`config.mk`:
```
export PLATFORM = sky130hd
export DESIGN_NAME = fetch_stage_flat
export DESIGN_NICKNAME = d
export VERILOG_FILES = /design/src/rtl/fetch_stage_if.sv /design/src/rtl/fetch_stage.sv /design/src/flat_wrapper.sv
export SDC_FILE = /design/constraint.sdc
export NUM_CORES = 1
export LEC_CHECK = 0
export BUFFER_PORTS_ARGS = -buffer_cell sky130_fd_sc_hd__buf_2
export CAP_MARGIN = 5
export CELL_PAD_IN_SITES_DETAIL_PLACEMENT = 1
export CELL_PAD_IN_SITES_GLOBAL_PLACEMENT = 2
export CORE_MARGIN = 1.5
export CORE_UTILIZATION = 30
export CTS_BUF_LIST = sky130_fd_sc_hd__clkbuf_8 sky130_fd_sc_hd__clkbuf_16
export CTS_CLUSTER_SIZE = 30
export DETAILED_ROUTE_END_ITERATION = 10
export GPL_TIMING_DRIVEN = 0
export HOLD_SLACK_MARGIN = 0.06
export PLACE_DENSITY_LB_ADDON = 0.08
export REMOVE_ABC_BUFFERS = 1
export SLEW_MARGIN = 20
export SYNTH_ARGS = -nofsm -noshare
export SYNTH_HDL_FRONTEND = slang
export SYNTH_SLANG_ARGS = --single-unit
```
`constraint.sdc`:
```
create_clock -name clock -period 7 [get_ports clock]
set_input_delay 1.4 -clock clock [delete_from_list [all_inputs] [get_ports clock]]
set_output_delay 1.4 -clock clock [all_outputs]
set_load 0.01 [all_outputs]
```
`src/rtl/fetch_stage_if.sv`:
```
// Fetch-stage bus: instruction memory port, redirect/halt controls and the IF/ID handshake.
// master = fetch stage, slave = surrounding core (memory, execute/trap unit, decode).
interface fetch_stage_if;
  logic [31:0] instr_mem_addr;
  logic [31:0] instruction;
  logic        redirect_valid;
  logic [31:0] redirect_pc;
  logic        halt_req;
  logic        id_ready;
  logic        id_valid;
  logic [31:0] id_instr;
  logic [31:0] id_pc;
  logic [31:0] id_pc_plus4;
  logic        fetch_fault;
  logic        misaligned_trap;
  logic        halted;
  logic [31:0] fetch_count;

  modport master (
    output instr_mem_addr, id_valid, id_instr, id_pc, id_pc_plus4,
           fetch_fault, misaligned_trap, halted, fetch_count,
    input  instruction, redirect_valid, redirect_pc, halt_req, id_ready
  );

  modport slave (
    input  instr_mem_addr, id_valid, id_instr, id_pc, id_pc_plus4,
           fetch_fault, misaligned_trap, halted, fetch_count,
    output instruction, redirect_valid, redirect_pc, halt_req, id_ready
  );
endinterface

```
`src/rtl/fetch_stage.sv`:
```
// RISC-V instruction-fetch stage: PC, IF/ID register, redirect/halt/stall handling.
// Optional FETCH_MISALIGN_TRAP_EN: misaligned redirect traps and halts instead of aligning.
module fetch_stage #(
  parameter logic [31:0] RESET_VECTOR = 32'h0000_0000,
  parameter int          IMEM_WORDS   = 128
) (
  input logic           clock,
  input logic           reset,
  fetch_stage_if.master bus
);

  localparam int          DATA_W     = 32;
  localparam logic [31:0] IMEM_LIMIT = 32'(IMEM_WORDS * 4);
  localparam logic [31:0] NOP_INSTR  = 32'h0000_0013;

  localparam logic [1:0] ST_BOOT   = 2'd0;
  localparam logic [1:0] ST_FETCH  = 2'd1;
  localparam logic [1:0] ST_HALTED = 2'd2;

  logic [1:0]        state_p0;
  logic [DATA_W-1:0] pc_p0;
  logic              vld_p1;
  logic [DATA_W-1:0] instr_p1;
  logic [DATA_W-1:0] pc_p1;
  logic [DATA_W-1:0] pc_plus4_p1;
  logic              fault_p1;
  logic [DATA_W-1:0] count_p1;
  logic              adv;

  function automatic logic out_of_range(input logic [DATA_W-1:0] addr);
    return addr >= IMEM_LIMIT;
  endfunction

  // Out-of-range fetches deliver a NOP so decode never sees undefined memory data.
  function automatic logic [DATA_W-1:0] fetch_word(input logic [DATA_W-1:0] addr,
                                                   input logic [DATA_W-1:0] data);
    return out_of_range(addr) ? NOP_INSTR : data;
  endfunction

  assign adv = (state_p0 == ST_FETCH) && (!vld_p1 || bus.id_ready);

`ifdef FETCH_MISALIGN_TRAP_EN
  logic trap_p1;
`endif

  // Stage p0 (PC / state) -> p1 (IF/ID register)
  always_ff @(posedge clock or posedge reset) begin
    if (reset) begin
      state_p0    <= ST_BOOT;
      pc_p0       <= RESET_VECTOR;
      vld_p1      <= 1'b0;
      instr_p1    <= '0;
      pc_p1       <= '0;
      pc_plus4_p1 <= '0;
      fault_p1    <= 1'b0;
      count_p1    <= '0;
`ifdef FETCH_MISALIGN_TRAP_EN
      trap_p1     <= 1'b0;
`endif
    end else begin
`ifdef FETCH_MISALIGN_TRAP_EN
      trap_p1 <= 1'b0;
`endif
      if (bus.redirect_valid) begin
        vld_p1 <= 1'b0;
`ifdef FETCH_MISALIGN_TRAP_EN
        if (bus.redirect_pc[1:0] != 2'b00) begin
          trap_p1  <= 1'b1;
          state_p0 <= ST_HALTED;
        end else begin
          pc_p0    <= bus.redirect_pc;
          state_p0 <= ST_FETCH;
        end
`else
        pc_p0    <= bus.redirect_pc & ~32'h3;
        state_p0 <= ST_FETCH;
`endif
      end else begin
        case (state_p0)
          ST_BOOT:  state_p0 <= ST_FETCH;
          ST_FETCH: if (bus.halt_req) state_p0 <= ST_HALTED;
          default:  state_p0 <= state_p0;
        endcase

        if (adv && !bus.halt_req) begin
          instr_p1    <= fetch_word(pc_p0, bus.instruction);
          fault_p1    <= out_of_range(pc_p0);
          pc_p1       <= pc_p0;
          pc_plus4_p1 <= pc_p0 + 32'd4;
          vld_p1      <= 1'b1;
          pc_p0       <= pc_p0 + 32'd4;
          count_p1    <= count_p1 + 32'd1;
        end else if (vld_p1 && bus.id_ready) begin
          vld_p1 <= 1'b0;
        end
      end
    end
  end

  assign bus.instr_mem_addr = pc_p0;
  assign bus.id_valid       = vld_p1;
  assign bus.id_instr       = instr_p1;
  assign bus.id_pc          = pc_p1;
  assign bus.id_pc_plus4    = pc_plus4_p1;
  assign bus.fetch_fault    = fault_p1;
  assign bus.halted         = (state_p0 == ST_HALTED);
  assign bus.fetch_count    = count_p1;
`ifdef FETCH_MISALIGN_TRAP_EN
  assign bus.misaligned_trap = trap_p1;
`else
  assign bus.misaligned_trap = 1'b0;
`endif

endmodule

```
`src/flat_wrapper.sv`:
```
// flat-port wrapper written by rule: the top's interface ports become plain ports
module fetch_stage_flat 
#(
  parameter logic [31:0] RESET_VECTOR = 32'h0000_0000,
  parameter int          IMEM_WORDS   = 128
)
  (clock, reset, bus_instr_mem_addr, bus_id_valid, bus_id_instr, bus_id_pc, bus_id_pc_plus4, bus_fetch_fault, bus_misaligned_trap, bus_halted, bus_fetch_count, bus_instruction, bus_redirect_valid, bus_redirect_pc, bus_halt_req, bus_id_ready);
  fetch_stage_if bus_i ();
  input logic clock;
  input logic reset;
  output wire logic [$bits(bus_i.instr_mem_addr)-1:0] bus_instr_mem_addr;
  output wire logic [$bits(bus_i.id_valid)-1:0] bus_id_valid;
  output wire logic [$bits(bus_i.id_instr)-1:0] bus_id_instr;
  output wire logic [$bits(bus_i.id_pc)-1:0] bus_id_pc;
  output wire logic [$bits(bus_i.id_pc_plus4)-1:0] bus_id_pc_plus4;
  output wire logic [$bits(bus_i.fetch_fault)-1:0] bus_fetch_fault;
  output wire logic [$bits(bus_i.misaligned_trap)-1:0] bus_misaligned_trap;
  output wire logic [$bits(bus_i.halted)-1:0] bus_halted;
  output wire logic [$bits(bus_i.fetch_count)-1:0] bus_fetch_count;
  input wire logic [$bits(bus_i.instruction)-1:0] bus_instruction;
  input wire logic [$bits(bus_i.redirect_valid)-1:0] bus_redirect_valid;
  input wire logic [$bits(bus_i.redirect_pc)-1:0] bus_redirect_pc;
  input wire logic [$bits(bus_i.halt_req)-1:0] bus_halt_req;
  input wire logic [$bits(bus_i.id_ready)-1:0] bus_id_ready;
  assign bus_instr_mem_addr = bus_i.instr_mem_addr;
  assign bus_id_valid = bus_i.id_valid;
  assign bus_id_instr = bus_i.id_instr;
  assign bus_id_pc = bus_i.id_pc;
  assign bus_id_pc_plus4 = bus_i.id_pc_plus4;
  assign bus_fetch_fault = bus_i.fetch_fault;
  assign bus_misaligned_trap = bus_i.misaligned_trap;
  assign bus_halted = bus_i.halted;
  assign bus_fetch_count = bus_i.fetch_count;
  assign bus_i.instruction = bus_instruction;
  assign bus_i.redirect_valid = bus_redirect_valid;
  assign bus_i.redirect_pc = bus_redirect_pc;
  assign bus_i.halt_req = bus_halt_req;
  assign bus_i.id_ready = bus_id_ready;
  fetch_stage #(.RESET_VECTOR(RESET_VECTOR), .IMEM_WORDS(IMEM_WORDS)) u_core (.clock(clock), .reset(reset), .bus(bus_i));
endmodule
```
Word-level counts from Yosys, hierarchy flattened
Cells that the tools add are included.

word-level totals
  flip-flop bits (word level) = 164
  bits of input ports = 69
  output and inout port bits = 164
  word-level logic and storage cells = 36

cells by class
  add/sub/neg operators = 2
  order comparisons = 1
  equal/unequal tests = 3
  muxes and demuxes = 9
  bitwise gates (word level) = 1
  reduce and logical (&&, ||, !) cells = 12

operator list
  kind                                                                     count
  32-bit two-way mux                                                       3
  32-bit by 1-bit adder with 32-bit output, second input constant          1
  32-bit by 3-bit adder with 32-bit output, second input constant          1
  32-bit by 10-bit >= comparator with 1-bit output, second input constant  1
  3-bit nonzero test                                                       2
  2-bit two-way mux                                                        2
  2-bit one-hot mux with 2 select lines                                    1
  2-bit AND reduction                                                      2
  1-bit logical AND                                                        3
  1-bit two-way mux                                                        3
  3-bit inequality test, second input constant                             1
  2-bit by 1-bit == test with 1-bit output, second input constant          1
  2-bit == test, second input constant                                     1
  1-bit logical NOT                                                        2
  2-bit logical NOT                                                        1
  2-bit nonzero test                                                       1
  1-bit logical OR                                                         1
  1-bit inverter                                                           1

Longest topological paths before layout
Gate-level depths: netlist of the first run.

  word-level depth = 6
  depth in mapped cells = 8
  mapped depth without buffers = 6

Worst setup path after synthesis of the first run
No wires, ideal clock.

  path type = input port to flip-flop
  start point = input bus_halt_req
  end point = register u_core.count_p1[19] (netlist: u_core.bus.fetch_count[19])
  library setup time = 126 ps
  data arrival time = 2,809 ps
  required time = 6,874 ps
  slack = 4,065 ps
  cell stages on the path = 7
  path buffers = 2
  cells stage by stage = or3b_1 -> buf_6 -> nor4_4 -> and2_1 -> buf_6 -> nand4_1 -> xnor2_1

between the ends
  longest elaborated chain between the ends = 3

RTL lines
  what                           line                source
  start, declared                flat_wrapper.sv:23  input wire logic [$bits(bus_i.halt_req)-1:0] bus_halt_req;
  1-bit logical NOT              fetch_stage.sv:85   if (adv && !bus.halt_req) begin
  1-bit logical AND              fetch_stage.sv:85
  2-bit AND reduction (no line)  --
  end signal, assigned           fetch_stage.sv:92   count_p1 <= count_p1 + 32'd1;
  end, declared                  fetch_stage.sv:27   logic [DATA_W-1:0] count_p1;

No other way between the ends.
A chain may end at the register's enable or synchronous reset.

Worst setup path in the final report of the first run
  start point = input bus_halt_req
  end point = register u_core.count_p1[2] (netlist: u_core.bus.fetch_count[2])

The elaborated chain is that of the path after synthesis.

==> flow_metrics.py, run 1 <==
metrics = {
    "route": {
        "met1_length_um": 10700,
        "wl_per_cell_um": 16.7,
        "highest_layer": "met5",
        "wl_um": 22100,
        "postRouteAntennaNets": 0,
        "vias": 6089,
        "drtIter0Drc": 243,
        "firstDrtPassIters": 4,
        "drc": 0,
        "dr_wl_met2_um": 9850,
        "via_per_inst": 4.61,
        "wl_met3_um": 1270,
    },
    "global_route": {
        "antenna_found_initial": 2,
        "overflow": 0,
        "grt_pass1_wl_um": 36300,
        "grt_pass1_vias": 6211,
        "grt_max_degree": 84,
        "grt_usage": 0.181,
    },
    "timing": {
        "finalSetupTns_ps": 0,
        "fin_crit_sh": 0.522,
        "setup_viol": 0,
        "hold_viol": 0,
        "maxSlewViolCount": 0,
        "final.setup_skew_ps": 13.8,
        "rsz0062_at_grt": "false",
        "final.min_clock_period_ps": 3650,
        "slew_headroom": 0.446,
        "worst_pin_slew_ps": 824,
        "max_freq_ghz": 0.274,
    },
    "layout": {
        "final_nets": 1054,
        "drive_gt1_frac": 0.278,
        "final_util": 0.384,
        "area_growth_pct": 26.7,
    },
    "status": {
        "status": "finished clean",
    },
    "place": {
        "place_congestion": 0.705,
        "dp_hpwl_um": 15100,
        "port_buffers": 223,
    },
    "worst_setup_path": {
        "r2r_cells": 6,
        "startpoint_type": "primary input",
        "critPathKind": "primary input to flip-flop",
        "r2r_end": "u_core.bus.fetch_count[2]",
        "cp-end-kind": "flip-flop",
        "worstPathRequired_ps": 7310,
        "r2r_setup_slack_ps": 4000,
        "reg2reg_from": "u_core.state_p0[1]",
        "endpoint": "u_core.bus.fetch_count[2]",
        "cp.arrival_ps": 3960,
        "crit_fanout": 22,
        "worstSetupStartpoint": "bus_halt_req",
    },
    "floorplan": {
        "io_pins": 233,
        "rows": 57,
        "dieArea_um2": 25400,
        "fp.dieH_um": 159,
        "core_area_um2": 24200,
        "die_w_um": 159,
        "initial_core_util": 0.303,
    },
    "yosys": {
        "synth.area.top_cells": "dfrtp_1 54%, nand2_1 12%, xnor2_1 8.5%, o21ai_0 5.7%, xor2_1 2.0%",
        "synth_most_common_cell": "nand2_1",
        "synth_edf_count": 0,
        "syn_avg_cell_area_um2": 9.27,
        "ys_warn_count": 0,
        "synth_cell_types": 38,
        "ys_seq_elements": 158,
        "syn_area_um2": 7330,
        "yosys-top-cells-count": "238 x nand2_1, 158 x dfrtp_1, 84 x o21ai_0, 71 x xnor2_1, 33 x clkbuf_1",
        "yosysSeqAreaShare": 0.539,
        "yosys.area.top_type": "dfrtp_1",
        "async_flop_share": 1.00,
        "syn_inst": 791,
        "synth_ff_type": "dfrtp_1",
        "synth_top_cell_area_share": 0.539,
    },
    "power": {
        "vdd_drop_max_mv": 0.108,
        "p_leak_uw": 0.00444,
        "power_density_nw_per_um2": 264,
    },
    "clock_tree": {
        "cts_tree": "done",
        "cts_resized": 0,
        "cts_buffers": 17,
        "cts-htree-levels": 4,
        "cts_setup_buffers": 0,
        "clk_latency_ps": 430,
        "holdBufCountCts": 0,
        "cts.sinks": 158,
        "cts_max_path_buffers": 2,
        "path_clk_slew_ps": 70,
        "cts_root_buf": "clkbuf_16",
    },
    "worst_hold_path": {
        "holdCritPathClass": "flip-flop to flip-flop",
    },
    "run": {
        "drv_cap": 0,
    },
}
placed cells by master, fill, tap and decap left out, types with 3 or more instances in the layout:
| master | Yosys | routed |
|---|---|---|
| dfrtp_1 | 158 | 158 |
| clkinvlp_4 | 0 | 5 |
| and2_1 | 7 | 7 |
| buf_16 | 0 | 3 |
| xnor2_1 | 71 | 71 |
| o21ai_1 | 7 | 7 |
| nand4_1 | 15 | 15 |
| xor2_1 | 17 | 17 |
| a21oi_1 | 3 | 3 |
| and4_1 | 8 | 8 |
| inv_6 | 0 | 4 |
| and3_1 | 11 | 11 |
| inv_1 | 4 | 3 |
| nor2_1 | 20 | 19 |
| and4_2 | 4 | 4 |
| buf_2 | 19 | 222 |
| o21ai_0 | 84 | 84 |
| conb_1 | 1 | 7 |
| nand2_1 | 238 | 238 |
| nor4_1 | 14 | 14 |
| clkbuf_16 | 0 | 17 |
| inv_8 | 0 | 3 |
| nand3_1 | 26 | 25 |
| nor3_1 | 21 | 21 |
| ha_1 | 3 | 3 |
logic make-up (layout without fill, tap and decap cells):
logic type / count (synthesis) / count (layout) / synth area share
simple gates: 380 / 380 / 0.242
flops: 158 / 158 / 0.539
compound gates: 95 / 95 / 0.0652
xor+xnor: 88 / 88 / 0.105
buf+inv: 66 / 263 / 0.0428
fa+ha+maj: 3 / 3 / 0.00512
other cells: 1 / 9 / 0.000511
report_power, final:
| part | internal [uW] | total (uW) | switching (uW) |
|---|---|---|---|
| registers | 1030 | 1130 | 104 |
| clock network | 481 | 898 | 417 |
| logic | 173 | 423 | 251 |
| total | 1680 | 2450 | 771 |
critical path, cell delays in order:
cell     delay (ps)
buf_2           120
nor3b_1         590
nand2_1         650
nor2_4          710
buf_12          260
nand2_1          90
xnor2_1         130
metrics by stage:
step	cell area (um^2)	hold WS (ps)	setup slack [ps]	std cells	power [uW]
floorplan	7060	506	1340	735	1350
CTS	9290	473	3220	1318	2500
detailed placement	8730	458	2760	1287	1580
global route	9290	485	3130	1319	2600
global placement	8580	457	-1230	1282	1570
finish	9290	467	3350	1320	2450
worst min path at each step:
stage | from | endpoint | depth (start not counted)
2_1_floorplan | u_core.state_p0[1] | u_core.state_p0[1] | 2
3_3_place_gp | u_core.bus.id_instr[5] | u_core.bus.id_instr[5] | 2
3_5_place_dp | u_core.bus.id_pc[10] | u_core.bus.id_pc[10] | 2
4_1_cts | u_core.bus.id_pc[10] | u_core.bus.id_pc[10] | 2
5_1_grt | u_core.bus.fetch_count[31] | u_core.bus.fetch_count[31] | 1
6_report | u_core.bus.id_pc[10] | u_core.bus.id_pc[10] | 2
routing by layer:
metal / up-vias / track usage
met1: 2928 / 0.255
met3: 19 / 0.0524
met5: - / 0
met2: 165 / 0.273
li1: 2975 / -
met4: 2 / 0.0455
state kept, by name (all words and copies together), names as in the netlist:
name                       flops
u_core.bus.instr_mem_addr     30
u_core.bus.id_pc              30
u_core.bus.fetch_fault         1
u_core.bus.id_valid            1
u_core.bus.fetch_count        32
u_core.bus.id_instr           32
u_core.state_p0                2
u_core.bus.id_pc_plus4        30
final cells by class:
type | count | area, um^2
inverters | 4 | 22.5
well taps | 324 | 405
flip-flops and latches | 158 | 3950
clock inverters | 12 | 104
diodes | 2 | 5.00
fillers | 2898 | 14900
multi-input cells | 573 | 3110
repair buffers | 228 | 1240
clock buffers | 19 | 453
(Power assumes the default switching activity.)
==> run 2: changes to the inputs <==
--- a/config.mk
+++ b/config.mk
@@ -10,7 +10,7 @@
 export CELL_PAD_IN_SITES_DETAIL_PLACEMENT = 1
 export CELL_PAD_IN_SITES_GLOBAL_PLACEMENT = 2
 export CORE_MARGIN = 1.5
-export CORE_UTILIZATION = 30
+export CORE_UTILIZATION = 27
 export CTS_BUF_LIST = sky130_fd_sc_hd__clkbuf_8 sky130_fd_sc_hd__clkbuf_16
 export CTS_CLUSTER_SIZE = 30
 export DETAILED_ROUTE_END_ITERATION = 10
==> constraint.sdc (replaced) <==
create_clock -name clock -period 3.2 [get_ports clock]
set_input_delay 0.64 -clock clock [delete_from_list [all_inputs] [get_ports clock]]
set_output_delay 0.64 -clock clock [all_outputs]
set_load 0.01 [all_outputs]
==> run 2 against run 1 <==
Hold slack worse by 140 ps. Via count is 1.1% lower. Sequential power rose by 120%. Global-route usage is 1.1 points lower. Sequential cell count stayed put. Sequential share of layout area shrank 0.37 points. Die area up 11%. Non-clock buffer count unchanged. Highest routed layer unchanged. First-iteration DRC count up 23%. Combinational power grew 120%. Final cell count up 1.4%. Power increased by 130%.
==> flow_metrics.py, run 2 (synthesis gave the netlist of run 1 again) <==
metrics = {
    "status": {
        "status": "finished clean",
    },
    "timing": {
        "final.min_clock_period_ps": 2910,
        "finalSetupTns_ps": 0,
        "slew_headroom": 0.474,
        "max_freq_ghz": 0.343,
        "worst_pin_slew_ps": 782,
        "final.setup_skew_ps": 12.8,
        "maxSlewViolCount": 0,
        "whs_ps": 324,
        "hold_viol": 0,
        "rsz0062_at_grt": "false",
        "setup_viol": 0,
        "fin_crit_sh": 0.911,
        "worst_slack_ps": 286,
    },
    "clock_tree": {
        "cts_setup_buffers": 0,
        "clk_latency_ps": 420,
        "cts_resized": 1,
        "holdBufCountCts": 0,
        "cts_root_buf": "clkbuf_16",
        "cts_buffers": 17,
        "cts-htree-levels": 4,
        "cts.sinks": 158,
        "cts_max_path_buffers": 2,
        "cts_tree": "done",
        "path_clk_slew_ps": 80,
    },
    "power": {
        "power_density_nw_per_um2": 594,
        "pwr-share-comb": 0.168,
        "power_switching_uw": 1730,
        "p_clk_frac": 0.388,
        "vdd_drop_max_mv": 0.280,
        "internal_power_uw": 3830,
        "seq_power_share": 0.444,
        "p_leak_uw": 0.00449,
        "swShare": 0.312,
    },
    "layout": {
        "final_util": 0.350,
        "area_growth_pct": 27.8,
        "drive_gt1_frac": 0.280,
        "final_common_cell": "nand2_1",
        "fin_area_um2": 9370,
        "final_cell_mix": "237 x nand2_1, 222 x buf_2, 158 x dfrtp_1",
        "final_nets": 1055,
    },
    "place": {
        "port_buffers": 223,
        "dp_slack_ps": -512,
        "place_congestion": 0.709,
        "placed_area_um2": 8750,
        "dp_hpwl_um": 15800,
    },
    "worst_setup_path": {
        "reg2reg_from": "u_core.state_p0[1]",
        "cp-end-kind": "flip-flop",
        "r2r_setup_slack_ps": 290,
        "crit_fanout": 25,
        "r2r_end": "u_core.bus.id_instr[25]",
        "startpoint_type": "flip-flop",
        "r2r_cells": 7,
        "cp.arrival_ps": 3230,
        "critPathKind": "flip-flop to flip-flop",
        "worstPathRequired_ps": 3520,
    },
    "route": {
        "firstDrtPassIters": 4,
        "drtIter0Drc": 299,
        "postRouteAntennaNets": 0,
        "vias": 6022,
        "wl_per_cell_um": 17.4,
        "wl_um": 23300,
        "via_per_inst": 4.50,
        "drc": 0,
    },
    "global_route": {
        "grt_usage": 0.170,
        "antenna_found_initial": 2,
        "overflow": 0,
        "grt_use_met2": 0.268,
        "grt_max_degree": 87,
        "grt_util_met1": 0.236,
        "gr-max-usage-layer": "met2",
        "grt_pass1_wl_um": 37400,
        "grt_use_met3": 0.0421,
        "grt_pass1_vias": 6318,
    },
    "floorplan": {
        "die_w_um": 168,
        "rows": 60,
        "dieArea_um2": 28200,
        "core_area_um2": 26800,
        "io_pins": 233,
        "fp.dieH_um": 168,
        "initial_core_util": 0.274,
    },
    "worst_hold_path": {
        "holdCritPathClass": "primary input to asynchronous set/reset pin",
    },
    "run": {
        "drv_cap": 0,
    },
}
run 2: per-stage QoR:
step | instances | total power, uW
after global routing | 1337 | 5890
after floorplan | 735 | 2940
after detailed placement | 1304 | 3470
after CTS | 1337 | 5690
final | 1338 | 5560
after global placement | 1299 | 3440
run 2: cell type report:
cell class | instances | area [um^2]
tap | 341 | 427
sequential | 158 | 3950
antenna | 1 | 2.50
timing repair buffer | 228 | 1240
fill | 3160 | 17400
clock inverter | 14 | 171
multi-input combinational | 574 | 3110
inverter | 4 | 22.5
clock buffer | 18 | 439
run 2: power by group through the flow:
| stage | clock (uW) | sequential [uW] | combinational [uW] |
|---|---|---|---|
| final | 2160 | 2470 | 934 |
| after global routing | 2320 | 2520 | 1060 |
| after CTS | 2250 | 2480 | 963 |
| after detailed placement | 0 | 2510 | 958 |
| after global placement | 0 | 2510 | 935 |
| after floorplan | 0 | 2590 | 354 |
run 2: worst max-delay path, cell delays in order, from the launching register on:
cell and delay, ps:
dfrtp_1 410, nor3b_1 640, nand2_2 520, nor2_4 560
buf_12 250, buf_16 180, nand2_1 70, o21ai_0 160
run 2: worst max path at each step:
stage / cells past startpoint / startpoint / slack [ps] / to
floorplan: 1 / reset / -1700 / u_core.bus.fetch_count[0]
global placement: 2 / reset / -4390 / u_core.bus.id_pc[23]
detailed placement: 8 / bus_halt_req / -510 / u_core.bus.id_instr[25]
CTS: 7 / u_core.state_p0[1] / 220 / u_core.bus.id_instr[25]
global route: 7 / u_core.state_p0[1] / 140 / u_core.bus.id_instr[11]
finish: 7 / u_core.state_p0[1] / 290 / u_core.bus.id_instr[25]
run 2: per-layer routing:
| metal | vias to the layer above | share of wire |
|---|---|---|
| met5 | - | 0.00056 |
| met4 | 2 | 0.0083 |
| met3 | 15 | 0.050 |
| met2 | 143 | 0.45 |
| met1 | 2876 | 0.49 |
| li1 | 2986 | - |
==> run 3: changes to the inputs <==
--- a/config.mk
+++ b/config.mk
@@ -5,15 +5,15 @@
 export SDC_FILE = /design/constraint.sdc
 export NUM_CORES = 1
 export LEC_CHECK = 0
-export BUFFER_PORTS_ARGS = -buffer_cell sky130_fd_sc_hd__buf_2
 export CAP_MARGIN = 5
 export CELL_PAD_IN_SITES_DETAIL_PLACEMENT = 1
 export CELL_PAD_IN_SITES_GLOBAL_PLACEMENT = 2
 export CORE_MARGIN = 1.5
-export CORE_UTILIZATION = 27
+export CORE_UTILIZATION = 34
 export CTS_BUF_LIST = sky130_fd_sc_hd__clkbuf_8 sky130_fd_sc_hd__clkbuf_16
 export CTS_CLUSTER_SIZE = 30
 export DETAILED_ROUTE_END_ITERATION = 10
+export DONT_BUFFER_PORTS = 1
 export GPL_TIMING_DRIVEN = 0
 export HOLD_SLACK_MARGIN = 0.06
 export PLACE_DENSITY_LB_ADDON = 0.08
==> run 3 against run 2 <==
Final area fell by 12%. Sequential share of layout area rose by 5.8 points. Sequential cell count did not move. Register-to-register slack got worse by 30 ps. Count of clock-buffer cells in the layout fell by 1. Clock skew barely moved. Setup slack got worse by 34 ps. Die area fell by 20%. Critical path type unchanged.
==> flow_metrics.py, run 3 (synthesis gave the netlist of run 1 again) <==
metrics = {
    "status": {
        "status": "finished clean",
    },
    "layout": {
        "final_common_cell": "nand2_1",
        "n_antenna_cell": 0,
        "fin_area_um2": 8240,
        "final_cells": 1047,
        "final_cell_mix": "237 x nand2_1, 158 x dfrtp_1, 84 x o21ai_0",
        "drive_gt1_frac": 0.0687,
        "final_util": 0.391,
        "final_nets": 832,
        "nFillCells": 2377,
        "area_growth_pct": 12.4,
    },
    "worst_setup_path": {
        "cpMaxStageDelayCell": "nor3b_1",
        "crit_family": "simple AND/OR/NAND/NOR gates",
        "worstPathCellList": "nor3b_1, nand2_2, nor2_4, buf_16, buf_16, buf_8, nand2_1, o21ai_0",
        "endpoint": "u_core.bus.id_instr[3]",
        "r2r_cells": 8,
        "r2r_setup_slack_ps": 250,
        "cp.depth": 8,
        "cpMostUsedCell": "buf_16",
        "crit_buf_inv": 3,
        "r2r_end": "u_core.bus.id_instr[3]",
        "cp_slowest_stage_delay_ps": 640,
        "startpoint_type": "flip-flop",
        "cp-end-kind": "flip-flop",
        "crit_fanout": 20,
        "critPathKind": "flip-flop to flip-flop",
        "worstSetupStartpoint": "u_core.state_p0[1]",
        "worstPathRequired_ps": 3530,
        "cp.arrival_ps": 3280,
        "reg2reg_from": "u_core.state_p0[1]",
    },
    "place": {
        "port_buffers": 0,
        "placed_area_um2": 7570,
        "place_congestion": 0.753,
        "dp_hpwl_um": 14500,
        "dp_cells": 1016,
    },
    "clock_tree": {
        "cts.sinks": 158,
        "cts_max_path_buffers": 2,
        "cts_tree": "done",
        "path_clk_slew_ps": 70,
        "clk_latency_ps": 430,
        "cts_setup_buffers": 0,
        "cts_root_buf": "clkbuf_16",
        "cts-htree-levels": 4,
        "cts_buffers": 17,
    },
    "timing": {
        "rsz0062_at_grt": "false",
        "final.min_clock_period_ps": 2950,
        "max_freq_ghz": 0.339,
        "final.setup_skew_ps": 13.2,
        "worst_pin_slew_ps": 748,
        "finalSetupTns_ps": 0,
        "setup_viol": 0,
        "maxSlewViolCount": 0,
        "slew_headroom": 0.500,
        "hold_viol": 0,
        "fin_crit_sh": 0.921,
    },
    "route": {
        "wl_um": 20700,
        "via_per_inst": 5.12,
        "firstDrtPassIters": 4,
        "drtIter0Drc": 163,
        "postRouteAntennaNets": 0,
        "vias": 5363,
        "drc": 0,
        "wl_per_cell_um": 19.8,
    },
    "global_route": {
        "grt_max_degree": 84,
        "antenna_found_initial": 0,
        "grt_pass1_wl_um": 32500,
        "gr-max-usage-layer": "met2",
        "grt_usage": 0.188,
        "grt_util_met1": 0.231,
        "grt_use_met3": 0.0640,
        "overflow": 0,
        "grt_use_met2": 0.311,
        "grt_pass1_vias": 5699,
    },
    "worst_hold_path": {
        "holdCritPathClass": "primary input to asynchronous set/reset pin",
    },
    "floorplan": {
        "dieArea_um2": 22500,
        "die_w_um": 150,
        "rows": 53,
        "fp.dieH_um": 150,
        "core_area_um2": 21100,
        "io_pins": 233,
        "initial_core_util": 0.348,
    },
    "run": {
        "drv_cap": 0,
    },
    "power": {
        "vdd_drop_max_mv": 0.300,
        "p_leak_uw": 0.00350,
        "power_density_nw_per_um2": 663,
    },
}
-- run 3: cell count changes in the layout (fill, tap and decap cells not counted), sizes merged --
cell and change:
buf -222, bufinv +4, clkbuf -1, clkinv -4, clkinvlp +2, diode -1, inv -2, nor2 -1
-- run 3: power by group --
part	switching (uW)	total (uW)	internal (uW)
logic	276	465	189
clock network	868	2340	1470
registers	420	2660	2240
-- run 3: what timing repair did --
item,CTS,global route
setup endpoints to repair,10,0
resized for setup,1,0
hold buffers,0,0
-- run 3: layout make-up --
type	instances	area [um^2]	area share
inverter	4	22.5	0.00273
clock inverter	14	240	0.0292
tap	275	344	0.0418
sequential	158	3950	0.480
multi-input combinational	573	3110	0.377
timing repair buffer	6	145	0.0176
clock buffer	17	425	0.0516
-- run 3: metrics by stage --
stage,setup WS (ps),power [uW],hold WS (ps)
floorplan,-1700,2940,506
global placement,-3740,3140,529
detailed placement,-276,3190,536
CTS,189,5560,144
global route,32.5,5730,165
finish,252,5460,147
-- run 3: how the worst min path moves through the flow --
stage,startpoint,endpoint,slack (ps),cells past startpoint
after floorplan,u_core.state_p0[1],u_core.state_p0[1],510,2
after global placement,u_core.state_p0[1],u_core.state_p0[1],530,2
after detailed placement,u_core.bus.id_pc[28],u_core.bus.id_pc[28],540,2
after CTS,reset,u_core.bus.fetch_count[26],140,1
after global routing,reset,u_core.bus.fetch_count[26],160,1
final,reset,u_core.bus.fetch_count[26],150,1
-- run 3: worst reg2reg max path: stages, from the launching register on --
cell and delay (ps):
dfrtp_1 410, nor3b_1 640, nand2_2 470, nor2_4 560
buf_16 210, buf_16 160, buf_8 170, nand2_1 70
o21ai_0 160
-- run 3: layer usage --
layer	routed length [um]	share of wire
met1	8870	0.43
met2	9880	0.48
met3	1710	0.083
met4	282	0.014
met5	0	0
